### src/rtl/nco_sweep_pkg.sv
// nco_sweep_pkg: shared types and helpers for the NCO frequency-sweep controller.
//   state_e  : sweep FSM states
//   APR_DEF  : default phase-increment width (matches NCO apr)
//   sat_add  : unsigned add clamped at a limit, with a hit flag
package nco_sweep_pkg;

    typedef enum logic [1:0] {
        ST_IDLE = 2'd0,
        ST_RUN  = 2'd1,
        ST_LAST = 2'd2,
        ST_DONE = 2'd3
    } state_e;

    localparam int APR_DEF = 32;

    // Working width of sat_add; callers zero-extend into it, so any APR up
    // to SAT_W is supported and the extra sum bit catches the carry out.
    localparam int SAT_W = 64;

    typedef struct packed {
        logic             hit;   // sum reached or passed lim
        logic [SAT_W-1:0] val;   // min(a + b, lim)
    } sat_res_t;

    function automatic sat_res_t sat_add(input logic [SAT_W-1:0] a,
                                         input logic [SAT_W-1:0] b,
                                         input logic [SAT_W-1:0] lim);
        logic [SAT_W:0] sum;
        sat_res_t       r;
        sum   = {1'b0, a} + {1'b0, b};
        r.hit = (sum >= {1'b0, lim});
        r.val = r.hit ? lim : sum[SAT_W-1:0];
        return r;
    endfunction

endpackage

### src/rtl/nco_sweep_ctrl_dwell_timer.sv
// nco_dwell_timer: hold-time counter for one sweep value.
//   clk, reset : clock, synchronous active-high reset
//   load       : (re)start the hold for a value appearing next cycle
//   len        : hold length in cycles; 0 is treated as 1
//   expire     : high on the last hold cycle of the current value
module nco_dwell_timer #(
    parameter int DWELL_W = 16
) (
    input  logic               clk,
    input  logic               reset,
    input  logic               load,
    input  logic [DWELL_W-1:0] len,
    output logic               expire
);

    // cnt_q counts the hold cycles remaining after the current one, so the
    // value is loaded as len-1 and expiry is simply cnt_q == 0.
    logic [DWELL_W-1:0] cnt_q, cnt_d;

    always_comb begin
        cnt_d = cnt_q;
        if (load) begin
            cnt_d = (len == '0) ? '0 : len - DWELL_W'(1);
        end else if (cnt_q != '0) begin
            cnt_d = cnt_q - DWELL_W'(1);
        end
    end

    always_ff @(posedge clk) begin
        if (reset) cnt_q <= '0;
        else       cnt_q <= cnt_d;
    end

    assign expire = (cnt_q == '0);

endmodule

### src/rtl/nco_sweep_ctrl.sv
// nco_sweep_ctrl: linear frequency-sweep controller feeding an NCO.
//   clk, reset   : clock, synchronous active-high reset
//   start        : 1-cycle request to latch config and begin (IDLE only)
//   abort        : terminate any active sweep, back to IDLE
//   cont         : 0 single-shot, 1 continuous wrap (sampled at start)
//   f_start/f_stop/f_step : sweep range and increment (unsigned)
//   dwell        : cycles each value is held (0 acts as 1)
//   phi_inc_o    : registered phase increment to the NCO
//   clken_o      : registered NCO clock enable
//   busy         : high while in RUN or LAST
//   done         : 1-cycle pulse when a single-shot sweep completes
//   cfg_err      : 1-cycle pulse when a start is rejected
//   step_cnt     : index of the current value, saturating
module nco_sweep_ctrl
    import nco_sweep_pkg::*;
#(
    parameter int APR     = APR_DEF,
    parameter int DWELL_W = 16,
    parameter int CNT_W   = 16
) (
    input  logic               clk,
    input  logic               reset,
    input  logic               start,
    input  logic               abort,
    input  logic               cont,
    input  logic [APR-1:0]     f_start,
    input  logic [APR-1:0]     f_stop,
    input  logic [APR-1:0]     f_step,
    input  logic [DWELL_W-1:0] dwell,
    output logic [APR-1:0]     phi_inc_o,
    output logic               clken_o,
    output logic               busy,
    output logic               done,
    output logic               cfg_err,
    output logic [CNT_W-1:0]   step_cnt
);

    state_e             state_q, state_d;
    logic [APR-1:0]     phi_q, phi_d;
    logic               clken_q, clken_d;
    logic               err_q, err_d;
    logic [CNT_W-1:0]   cnt_q, cnt_d;

    logic [APR-1:0]     cfg_start_q, cfg_start_d;
    logic [APR-1:0]     cfg_stop_q, cfg_stop_d;
    logic [APR-1:0]     cfg_step_q, cfg_step_d;
    logic [DWELL_W-1:0] cfg_dwell_q, cfg_dwell_d;
    logic               cfg_cont_q, cfg_cont_d;

    logic               tmr_load;
    logic [DWELL_W-1:0] tmr_len;
    logic               tmr_expire;
    logic               cfg_ok;
    logic [CNT_W-1:0]   cnt_inc;
    sat_res_t           sat;

    // The first load happens on the start cycle itself, before the config
    // registers hold the new dwell, so take it straight from the port then.
    assign tmr_len = (state_q == ST_IDLE) ? dwell : cfg_dwell_q;

    nco_dwell_timer #(.DWELL_W(DWELL_W)) u_dwell (
        .clk    (clk),
        .reset  (reset),
        .load   (tmr_load),
        .len    (tmr_len),
        .expire (tmr_expire)
    );

    assign cfg_ok  = (f_step != '0) && (f_stop >= f_start);
    assign cnt_inc = (&cnt_q) ? cnt_q : cnt_q + CNT_W'(1);

    always_comb begin
        state_d     = state_q;
        phi_d       = phi_q;
        clken_d     = clken_q;
        err_d       = 1'b0;
        cnt_d       = cnt_q;
        cfg_start_d = cfg_start_q;
        cfg_stop_d  = cfg_stop_q;
        cfg_step_d  = cfg_step_q;
        cfg_dwell_d = cfg_dwell_q;
        cfg_cont_d  = cfg_cont_q;
        tmr_load    = 1'b0;
        sat         = sat_add(SAT_W'(phi_q), SAT_W'(cfg_step_q), SAT_W'(cfg_stop_q));

        unique case (state_q)
            ST_IDLE: begin
                if (start && !abort) begin
                    if (cfg_ok) begin
                        cfg_start_d = f_start;
                        cfg_stop_d  = f_stop;
                        cfg_step_d  = f_step;
                        cfg_dwell_d = dwell;
                        cfg_cont_d  = cont;
                        phi_d       = f_start;
                        clken_d     = 1'b1;
                        cnt_d       = '0;
                        tmr_load    = 1'b1;
                        // A one-point sweep goes straight to LAST so the
                        // single value is held once, not twice.
                        state_d     = (f_start == f_stop) ? ST_LAST : ST_RUN;
                    end else begin
                        err_d = 1'b1;
                    end
                end
            end
            ST_RUN: begin
                if (tmr_expire) begin
                    // sat_add clamps at f_stop and absorbs any carry out,
                    // so the sweep never wraps to low values.
                    phi_d    = APR'(sat.val);
                    cnt_d    = cnt_inc;
                    tmr_load = 1'b1;
                    state_d  = sat.hit ? ST_LAST : ST_RUN;
                end
            end
            ST_LAST: begin
                if (tmr_expire) begin
                    if (cfg_cont_q) begin
                        phi_d    = cfg_start_q;
                        cnt_d    = '0;
                        tmr_load = 1'b1;
                        state_d  = (cfg_start_q == cfg_stop_q) ? ST_LAST : ST_RUN;
                    end else begin
                        clken_d = 1'b0;
                        state_d = ST_DONE;
                    end
                end
            end
            ST_DONE: begin
                state_d = ST_IDLE;
            end
            default: state_d = ST_IDLE;
        endcase

        if (abort && (state_q != ST_IDLE)) begin
            state_d  = ST_IDLE;
            phi_d    = '0;
            clken_d  = 1'b0;
            cnt_d    = '0;
            tmr_load = 1'b0;
        end
    end

    always_ff @(posedge clk) begin
        if (reset) begin
            state_q     <= ST_IDLE;
            phi_q       <= '0;
            clken_q     <= 1'b0;
            err_q       <= 1'b0;
            cnt_q       <= '0;
            cfg_start_q <= '0;
            cfg_stop_q  <= '0;
            cfg_step_q  <= '0;
            cfg_dwell_q <= '0;
            cfg_cont_q  <= 1'b0;
        end else begin
            state_q     <= state_d;
            phi_q       <= phi_d;
            clken_q     <= clken_d;
            err_q       <= err_d;
            cnt_q       <= cnt_d;
            cfg_start_q <= cfg_start_d;
            cfg_stop_q  <= cfg_stop_d;
            cfg_step_q  <= cfg_step_d;
            cfg_dwell_q <= cfg_dwell_d;
            cfg_cont_q  <= cfg_cont_d;
        end
    end

    assign phi_inc_o = phi_q;
    assign clken_o   = clken_q;
    assign busy      = (state_q == ST_RUN) || (state_q == ST_LAST);
    assign done      = (state_q == ST_DONE);
    assign cfg_err   = err_q;
    assign step_cnt  = cnt_q;

endmodule
### config.mk
export PLATFORM = sky130hd
export DESIGN_NAME = nco_sweep_ctrl
export DESIGN_NICKNAME = d
export VERILOG_FILES = /design/src/rtl/nco_sweep_pkg.sv /design/src/rtl/nco_sweep_ctrl_dwell_timer.sv /design/src/rtl/nco_sweep_ctrl.sv
export SDC_FILE = /design/constraint.sdc
export NUM_CORES = 1
export LEC_CHECK = 0
export CORE_AREA = 2 2 167 169
export CTS_CLUSTER_DIAMETER = 150
export CTS_CLUSTER_SIZE = 20
export DETAILED_ROUTE_END_ITERATION = 10
export DIE_AREA = 0 0 169 171
export GPL_ROUTABILITY_DRIVEN = 0
export PLACE_DENSITY = 0.66
export SETUP_SLACK_MARGIN = 0.02
export SYNTH_ARGS = -nofsm -noshare
export SYNTH_HDL_FRONTEND = slang
export SYNTH_HIERARCHICAL = 1
export SYNTH_SLANG_ARGS = --single-unit
### constraint.sdc
create_clock -name clk -period 6.85 [get_ports clk]
set_clock_uncertainty 0.1 [all_clocks]
set_input_delay 2.055 -clock clk [delete_from_list [all_inputs] [get_ports clk]]
set_output_delay 2.055 -clock clk [all_outputs]
set_load 0.01 [all_outputs]
==> run summary <==
# hold bufs at CTS = 0
RSZ-0062 raised after global routing = false
placeable core area = 0.0273 mm2
die width = 169 um
final core utilization = 0.533
FF-to-FF setup slack = 0.91 ns
max-slew violations = 0
cells after synthesis = 1,560
CTS tree = yes
data arrival time of the worst path = 6.20 ns
Final setup viols = 0
Via density = 5.73
clk_lat worst skew = 0.46 ns
PostCTS Resize Cnt = 0
Slew HR = 0.349
DPL Wire Length = 28.7 mm
pin slew with the least headroom to its limit = 0.977 ns
PwrDens = 310 mW/mm2
kind of critical path = reg2reg
FF-to-FF Start = phi_inc_o[0]$_SDFFE_PP0P_
Final Hold Viols = 0
count of different cell masters after synthesis = 74
Mapped Nets = 1,782
maximum number of pins on one net before global-route repair = 114
Crit Path Max Fanout = 24
Hold Crit Depth = 2
Layout area overhead = 21.1%
Clk Tree Root Cell = clkbuf_16
Post-synth EDFFs = 0
Fill cells = 2,602
Final min period = 5.94 ns
Sink Count = 181
Ant. Diodes = 0
final worst path period share = 0.867
total CTS buffers = 17
Hold WC Path Type = reg2reg
WP data required = 7.11 ns
Overall Global Routing Usage = 0.265
syn_area_per_cell = 7.70 um2
hold wc startpoint = cfg_dwell_q[2]$_SDFFE_PP0P_
Antenna Nets Post-Route = 0
DRC violations left = 0
Post-CTS Setup Repair Bufs = 0
sum of negative setup slack = 0 ns
initial antenna violation count = 0
Total Wirelength = 38.5 mm
Max IR drop VDD = 0.000173 V
commonest non-fill, non-tap cell in the layout = nand2_1
startpoint types = flop
first-pass GRT wire length = 60.2 mm
sequential cell area = 0.00362 mm2
Reg clk slew, reported paths = 0.08 ns
I/O Buffers = 168
num ports = 169
ys async rst share = 0
full die area = 0.0289 mm2
P_leak = 0.00584 uW
DR iter-0 viols = 890
WHS = 0.356 ns
nets@finish = 1,903
Synth Register Bits = 181
status = completed
highest clock rate = 168 MHz
Max Cap Viol = 0
Initial Util = 0.440
worst reg2reg path depth = 21
sequential fraction of the synthesis area = 0.302
area of the multi-input gates = 0.00773 mm2
routed vias = 11.7k
commonest cells after routing, fill and taps aside = nand2_1, a21oi_1, dfxtp_1
vias in the first global route = 11.2k
# H-tree levels = 4
Setup crit start = phi_inc_o[0]$_SDFFE_PP0P_
Tot Pwr = 4510 uW
layout cells sized above 1 = 0.0620
Die Y = 171 um
YS warnings = 6
Worst path max stage delay = 0.58 ns
Synth Flop Type = dfxtp_1
Std-Cell Rows = 61
drt wl/cell = 18.9 um
highest-delay cell along the critical path = a21oi_4
CP endpoint kind = flop
Detailed Routing Iterations Pass 1 = 6
critical path cell sequence = ha_1 -> fa_1 -> a211oi_1 -> o21ai_1 -> a221oi_2 -> o21ai_2 -> a21oi_1 -> o21ai_0 -> a221oi_1 -> xnor2_1 -> ha_1 -> o21a_1 -> o21ai_0 -> nor3_1 -> a2111oi_2 -> o211ai_1 -> a21oi_4 -> buf_4 -> and2_1 -> a21oi_1 -> o31ai_1
Max clock buf depth = 2
cell area after synthesis = 0.0120 mm2
grt ovf = 0
## where the power goes
| group | switching, uW | internal, uW | total, uW |
|---|---|---|---|
| Sequential | 145 | 1180 | 1330 |
| Clock | 494 | 555 | 1050 |
| Combinational | 1250 | 880 | 2130 |
## through the flow
step,cells,worst slack (ns),area (um2)
global placement,2008,0.791,13900
floorplan,1560,2.00,12000
finish,2040,0.910,14600
global route,2040,0.424,14600
CTS,2040,0.952,14600
detailed placement,2008,0.700,13900
## critical path, delay by kind of cell (launching register included)
| family | cells | cell delay, ns |
|---|---|---|
| DFF | 1 | 0.33 |
| buffers and inverters | 1 | 0.31 |
| xor gates and xnor gates | 1 | 0.19 |
| and+or+nand+nor | 2 | 0.37 |
| adders and majority gates | 3 | 0.96 |
| AOI/OAI and AO/OA | 14 | 3.56 |
## final timing paths
check	to
min	cfg_dwell_q[2]$_SDFFE_PP0P_
min reg2reg	cfg_dwell_q[2]$_SDFFE_PP0P_
max reg2reg	phi_inc_o[30]$_SDFFE_PP0P_
max	phi_inc_o[30]$_SDFFE_PP0P_
## kinds of logic after synthesis
logic type,synth area share
adder cells (fa/ha/maj),0.110
flip-flops,0.302
AO/OA/AOI/OAI,0.215
buffers and inverters,0.0568
XOR/XNOR,0.0656
AND/OR/NAND/NOR,0.209
multiplexers,0.0424
## per-layer routing
metal  wire, um  GRT usage
met1      16500      0.330
met2      18200      0.456
met3       2710     0.0486
met4       1150      0.102
met5          0          0
## registers in the layout, summed over array words and instances (netlist names)
name and flops:
step_cnt 16, cfg_err 1, state_q 2, cfg_stop_q 32
cfg_dwell_q 16, u_dwell/cnt_q 16, cfg_cont_q 1, cfg_step_q 32
clken_o 1, cfg_start_q 32, phi_inc_o 32
## layout make-up
class	count	area share
timing repair buffer	184	0.125
tap	346	0.0298
sequential	181	0.249
clock inverter	15	0.0126
clock buffer	17	0.0292
multi-input combinational	1206	0.531
inverter	91	0.0235
## cells in the mapped netlist (23+ instances only)
master	number	share of area
nand3_1	48	0.020
inv_1	91	0.028
nor3_1	23	0.0096
clkbuf_1	58	0.018
nand2_1	267	0.083
a21o_1	41	0.026
a21oi_1	198	0.082
ha_1	104	0.11
mux2i_1	25	0.021
dfxtp_1	181	0.30
xnor2_1	29	0.021
nand4_1	36	0.019
nor2_1	96	0.030
o21ai_0	55	0.023
xor2_1	61	0.044
(Power assumes the default switching activity.)
==> RTL change 1 (config.mk and constraints unchanged) <==
Encoding of `state_e`: now Gray code (2 bits for 4 states).
--- a/src/rtl/nco_sweep_pkg.sv
+++ b/src/rtl/nco_sweep_pkg.sv
@@ -5,10 +5,10 @@
 package nco_sweep_pkg;
 
     typedef enum logic [1:0] {
-        ST_IDLE = 2'd0,
-        ST_RUN  = 2'd1,
-        ST_LAST = 2'd2,
-        ST_DONE = 2'd3
+        ST_IDLE = 2'b00,
+        ST_RUN  = 2'b01,
+        ST_LAST = 2'b11,
+        ST_DONE = 2'b10
     } state_e;
 
     localparam int APR_DEF = 32;
Behaviour: no difference found for any inputs over 4 cycles, from zero or initial values and one cycle with reset high; so few cycles prove little.
==> RTL change 1 against the unedited design <==
Synthesized area down 2.6%. Synthesized cell count shrank 2.4%. Sequential share of layout area up 0.48 points. Sequential cell count unchanged. Power down 26%. Final area down 1.8%. Setup slack better by 96 ps. Routed wire length shrank 4.6%. Critical endpoint is now phi_inc_o[15]$_SDFFE_PP0P_. Largest power group is now registers.
==> RTL change 1: results (changes against the unedited design) <==
- o21ai_0 — slowest stage cell on the critical path
- 5.73 — average vias per placed instance, about the same
- 2250 um — met3 routed WL, -17%
- 27700 um — DPL Wire Length, -3.2%
- 12.9% — final-layout non-clock buffer area share, +0.46 points
- 1035 — 1st-iter DRT viols, +16%
- complete, no violations — outcome
- 18 — CP max FO, -25%
- dfxtp_1, ha_1, nand2_1 — top area cells in the synthesized netlist
- 1973 — placed cell count, -1.7%
- 5 — drt first pass iters, -1
- phi_inc_o[15]$_SDFFE_PP0P_ — capture point of the worst reg-to-reg path
- 1741 — number of nets produced by synthesis, -2.3%
- 30.9% — post-synthesis sequential area ratio, +0.79 points
- 77 — Distinct cells, synth, +4.1%
- 1010 ps — register-to-register setup slack, +100 ps
- 25.4% — Seq area share, +0.48 points
- 7.69 um^2 — synthesized area per cell, -0.19%
- 953 ps — worst-case setup slack after placement, +253 ps
- 5.79% — proportion of layout cells with a drive suffix above 1, -0.41 points
- 5.78 nW — static leakage, -1.1%
- 4.02% — clock network area share, -0.16 points
- 18.3 um — detailed-route wire length per cell, -2.9%
- 670 ps — maximum cell stage delay along the critical path, +90 ps
- 1864 — final net count, -2.0%
- 16400 um — Met1 Wirelength, -0.56%
- 19 — clk_buf instances, +2
- phi_inc_o[15]$_SDFFE_PP0P_ — last element of the critical path
- 1.18 mW — switching component of the power, -38%
- 17300 um — Met2 Wirelength, -4.5%
[RTL change 1: changes by cell type after synthesis, moves of 14 or more]
cell / before / now
a21o_1: 41 / 14
o211a_1: 2 / 24
clkbuf_1: 58 / 72
a22oi_1: 6 / 23
nor2_1: 96 / 71
nand2_1: 267 / 284
mux2i_1: 25 / 5
[RTL change 1: worst min-delay path by stage]
stage	from	endpoint	slack (ps)	depth (start not counted)
6_report	cfg_dwell_q[12]$_SDFFE_PP0P_	cfg_dwell_q[12]$_SDFFE_PP0P_	350	2
5_1_grt	cfg_dwell_q[1]$_SDFFE_PP0P_	cfg_dwell_q[1]$_SDFFE_PP0P_	370	2
4_1_cts	cfg_dwell_q[1]$_SDFFE_PP0P_	cfg_dwell_q[1]$_SDFFE_PP0P_	360	2
3_5_place_dp	cfg_dwell_q[7]$_SDFFE_PP0P_	cfg_dwell_q[7]$_SDFFE_PP0P_	350	2
3_3_place_gp	cfg_dwell_q[6]$_SDFFE_PP0P_	cfg_dwell_q[6]$_SDFFE_PP0P_	340	2
2_1_floorplan	cfg_dwell_q[0]$_SDFFE_PP0P_	cfg_dwell_q[0]$_SDFFE_PP0P_	330	2
[RTL change 1: power groups by stage]
stage                     clock [mW]  combinational [mW]  sequential [mW]
after floorplan                    0               0.731             1.24
after global placement             0                1.06             1.26
after global routing            1.04                1.20             1.26
after CTS                      0.993                1.08             1.24
final                          0.979                1.09             1.24
after detailed placement           0                1.07             1.27
[RTL change 1: kinds of logic after synthesis]
kind of cell | share of synthesized area, %
DFF | 30.9
buffers and inverters | 5.28
xor gates and xnor gates | 6.58
muxes | 2.06
adders and majority gates | 10.9
and+or+nand+nor | 20.8
AOI/OAI and AO/OA | 23.5
==> RTL change 2 (same flow settings) <==
Made on the original files. Set the parameter `CNT_W` to 14 (it was 16).
--- a/src/rtl/nco_sweep_ctrl.sv
+++ b/src/rtl/nco_sweep_ctrl.sv
@@ -16,7 +16,7 @@
 #(
     parameter int APR     = APR_DEF,
     parameter int DWELL_W = 16,
-    parameter int CNT_W   = 16
+    parameter int CNT_W   = 14
 ) (
     input  logic               clk,
     input  logic               reset,
Interface: changed (resized step_cnt); port bits go from 169 to 167. No check against the original RTL was run, so the function may have changed too.
==> RTL change 2 against the unedited design <==
Utilization down 0.58 points. Synthesized area down 1.4%. Power down 0.19%. Global-route usage down 0.42 points. Setup slack worse by 160 ps. Critical path depth down 7. Final area down 1.1%. Routed wire length down 0.77%. Sequential cell count down 2. Highest routed layer is now met5.
==> RTL change 2: results (changes against the unedited design) <==
- state_q[0]$_SDFFE_PP0P_ — capture point of the worst reg-to-reg path
- cfg_stop_q[27]$_SDFFE_PP0P_ — last element of the critical path
- 85 — pin count of the biggest net entering global routing, -25%
- 6360 ps — WP data arrival, +160 ps
- f_start[29] — launch point of the critical path
- 75 — Distinct cells, synth, +1.4%
- 2637 — Filler cells, +1.3%
- clkbuf_16 — clock tree root driver cell
- 836 — 1st-iter DRT viols, -6.1%
- buffers and inverters — Top Family by Delay on Critical Path
- dfxtp_1, ha_1, a21oi_1 — top area cells in the synthesized netlist
- cfg_dwell_q[11]$_SDFFE_PP0P_ — hold path startpoint
- 38200 um — post-detailed-routing wire length, -0.77%
- complete, no violations — outcome
- 66 — CP max FO, +180%
- 11500 — detailed-route via count, -1.2%
- 1893 — final net count, -0.53%
- cfg_dwell_q[11]$_SDFFE_PP0P_ — terminating pin of the worst hold path
- 440 ps — Clk Latency, worst-skew pair, -20 ps
- 27.9% — Rel. slew slack, -7.0 points
- 30.2% — post-synthesis sequential area ratio, +0.095 points
- 0.000193 V — maximum resistive drop on vdd, +12%
- 13800 um^2 — placed standard-cell area, -0.95%
- buf_4 — slowest stage cell on the critical path
- 26.1% — overall fraction of global-route tracks in use, -0.42 points
- 365 ps — worst-case setup slack after placement, -335 ps
- 5.81 nW — static leakage, -0.57%
- phi_inc_o[2]$_SDFFE_PP0P_ — reg2reg start
- 2 — number of antenna violations at the first check in global routing, +2
- 1772 — number of nets produced by synthesis, -0.56%
- 166 — count of input and output buffers, -1.2%
- 59100 um — first-pass GRT wire length, -1.8%
- nand2_1, a21oi_1, dfxtp_1, ha_1, inv_1 — most used standard cells in the synthesized netlist
[RTL change 2: where the power goes]
group	switching, mW	total [mW]	internal [mW]
clock network	0.458	1.00	0.545
registers	0.120	1.28	1.16
logic	1.34	2.22	0.874
[RTL change 2: layout make-up]
type | instances | area (um^2) | share of cell area, %
Clock inverter | 13 | 150 | 1.04
Clock buffer | 18 | 429 | 2.98
Timing Repair Buffer | 182 | 1820 | 12.6
Antenna cell | 1 | 2.50 | 0.0174
Tap cell | 346 | 433 | 3.01
Multi-Input combinational cell | 1207 | 7660 | 53.2
Inverter | 84 | 315 | 2.19
Sequential cell | 179 | 3580 | 24.9
[RTL change 2: worst register-to-register path: stages (launching register included)]
cell	delay, ps
dfxtp_1	330
ha_1	400
o211ai_1	110
o21ai_1	360
o211ai_1	290
a2111oi_1	720
nor3_1	170
o31ai_1	310
a21oi_1	130
xnor2_1	210
ha_1	320
nand2_1	90
nor2_1	70
and4_1	210
a2111oi_0	280
o21ai_0	160
o21bai_1	210
a21oi_4	440
buf_4	400
a221oi_1	140
or3_1	390
a21oi_1	120
[RTL change 2: stage by stage]
stage	instances	hold slack [ps]
floorplan	1550	334
global placement	1998	340
detailed placement	1998	347
CTS	2029	357
global route	2029	372
finish	2030	356
[RTL change 2: routing by layer]
layer	part of all wire, %	up-vias	track usage [%]
met5	0.042	-	0
met4	3.2	2	9.59
met3	7.9	73	5.16
met2	46	425	43.2
met1	43	5362	33.7
li1	-	5685	-
[RTL change 2: logic make-up after synthesis]
logic type	Yosys count	share of synthesized area [%]
adder cells (fa/ha/maj)	105	11.2
AND/OR/NAND/NOR	535	20.5
multiplexers	47	4.18
XOR/XNOR	93	6.88
buffers and inverters	164	5.40
AO/OA/AOI/OAI	427	21.7
flip-flops	179	30.2
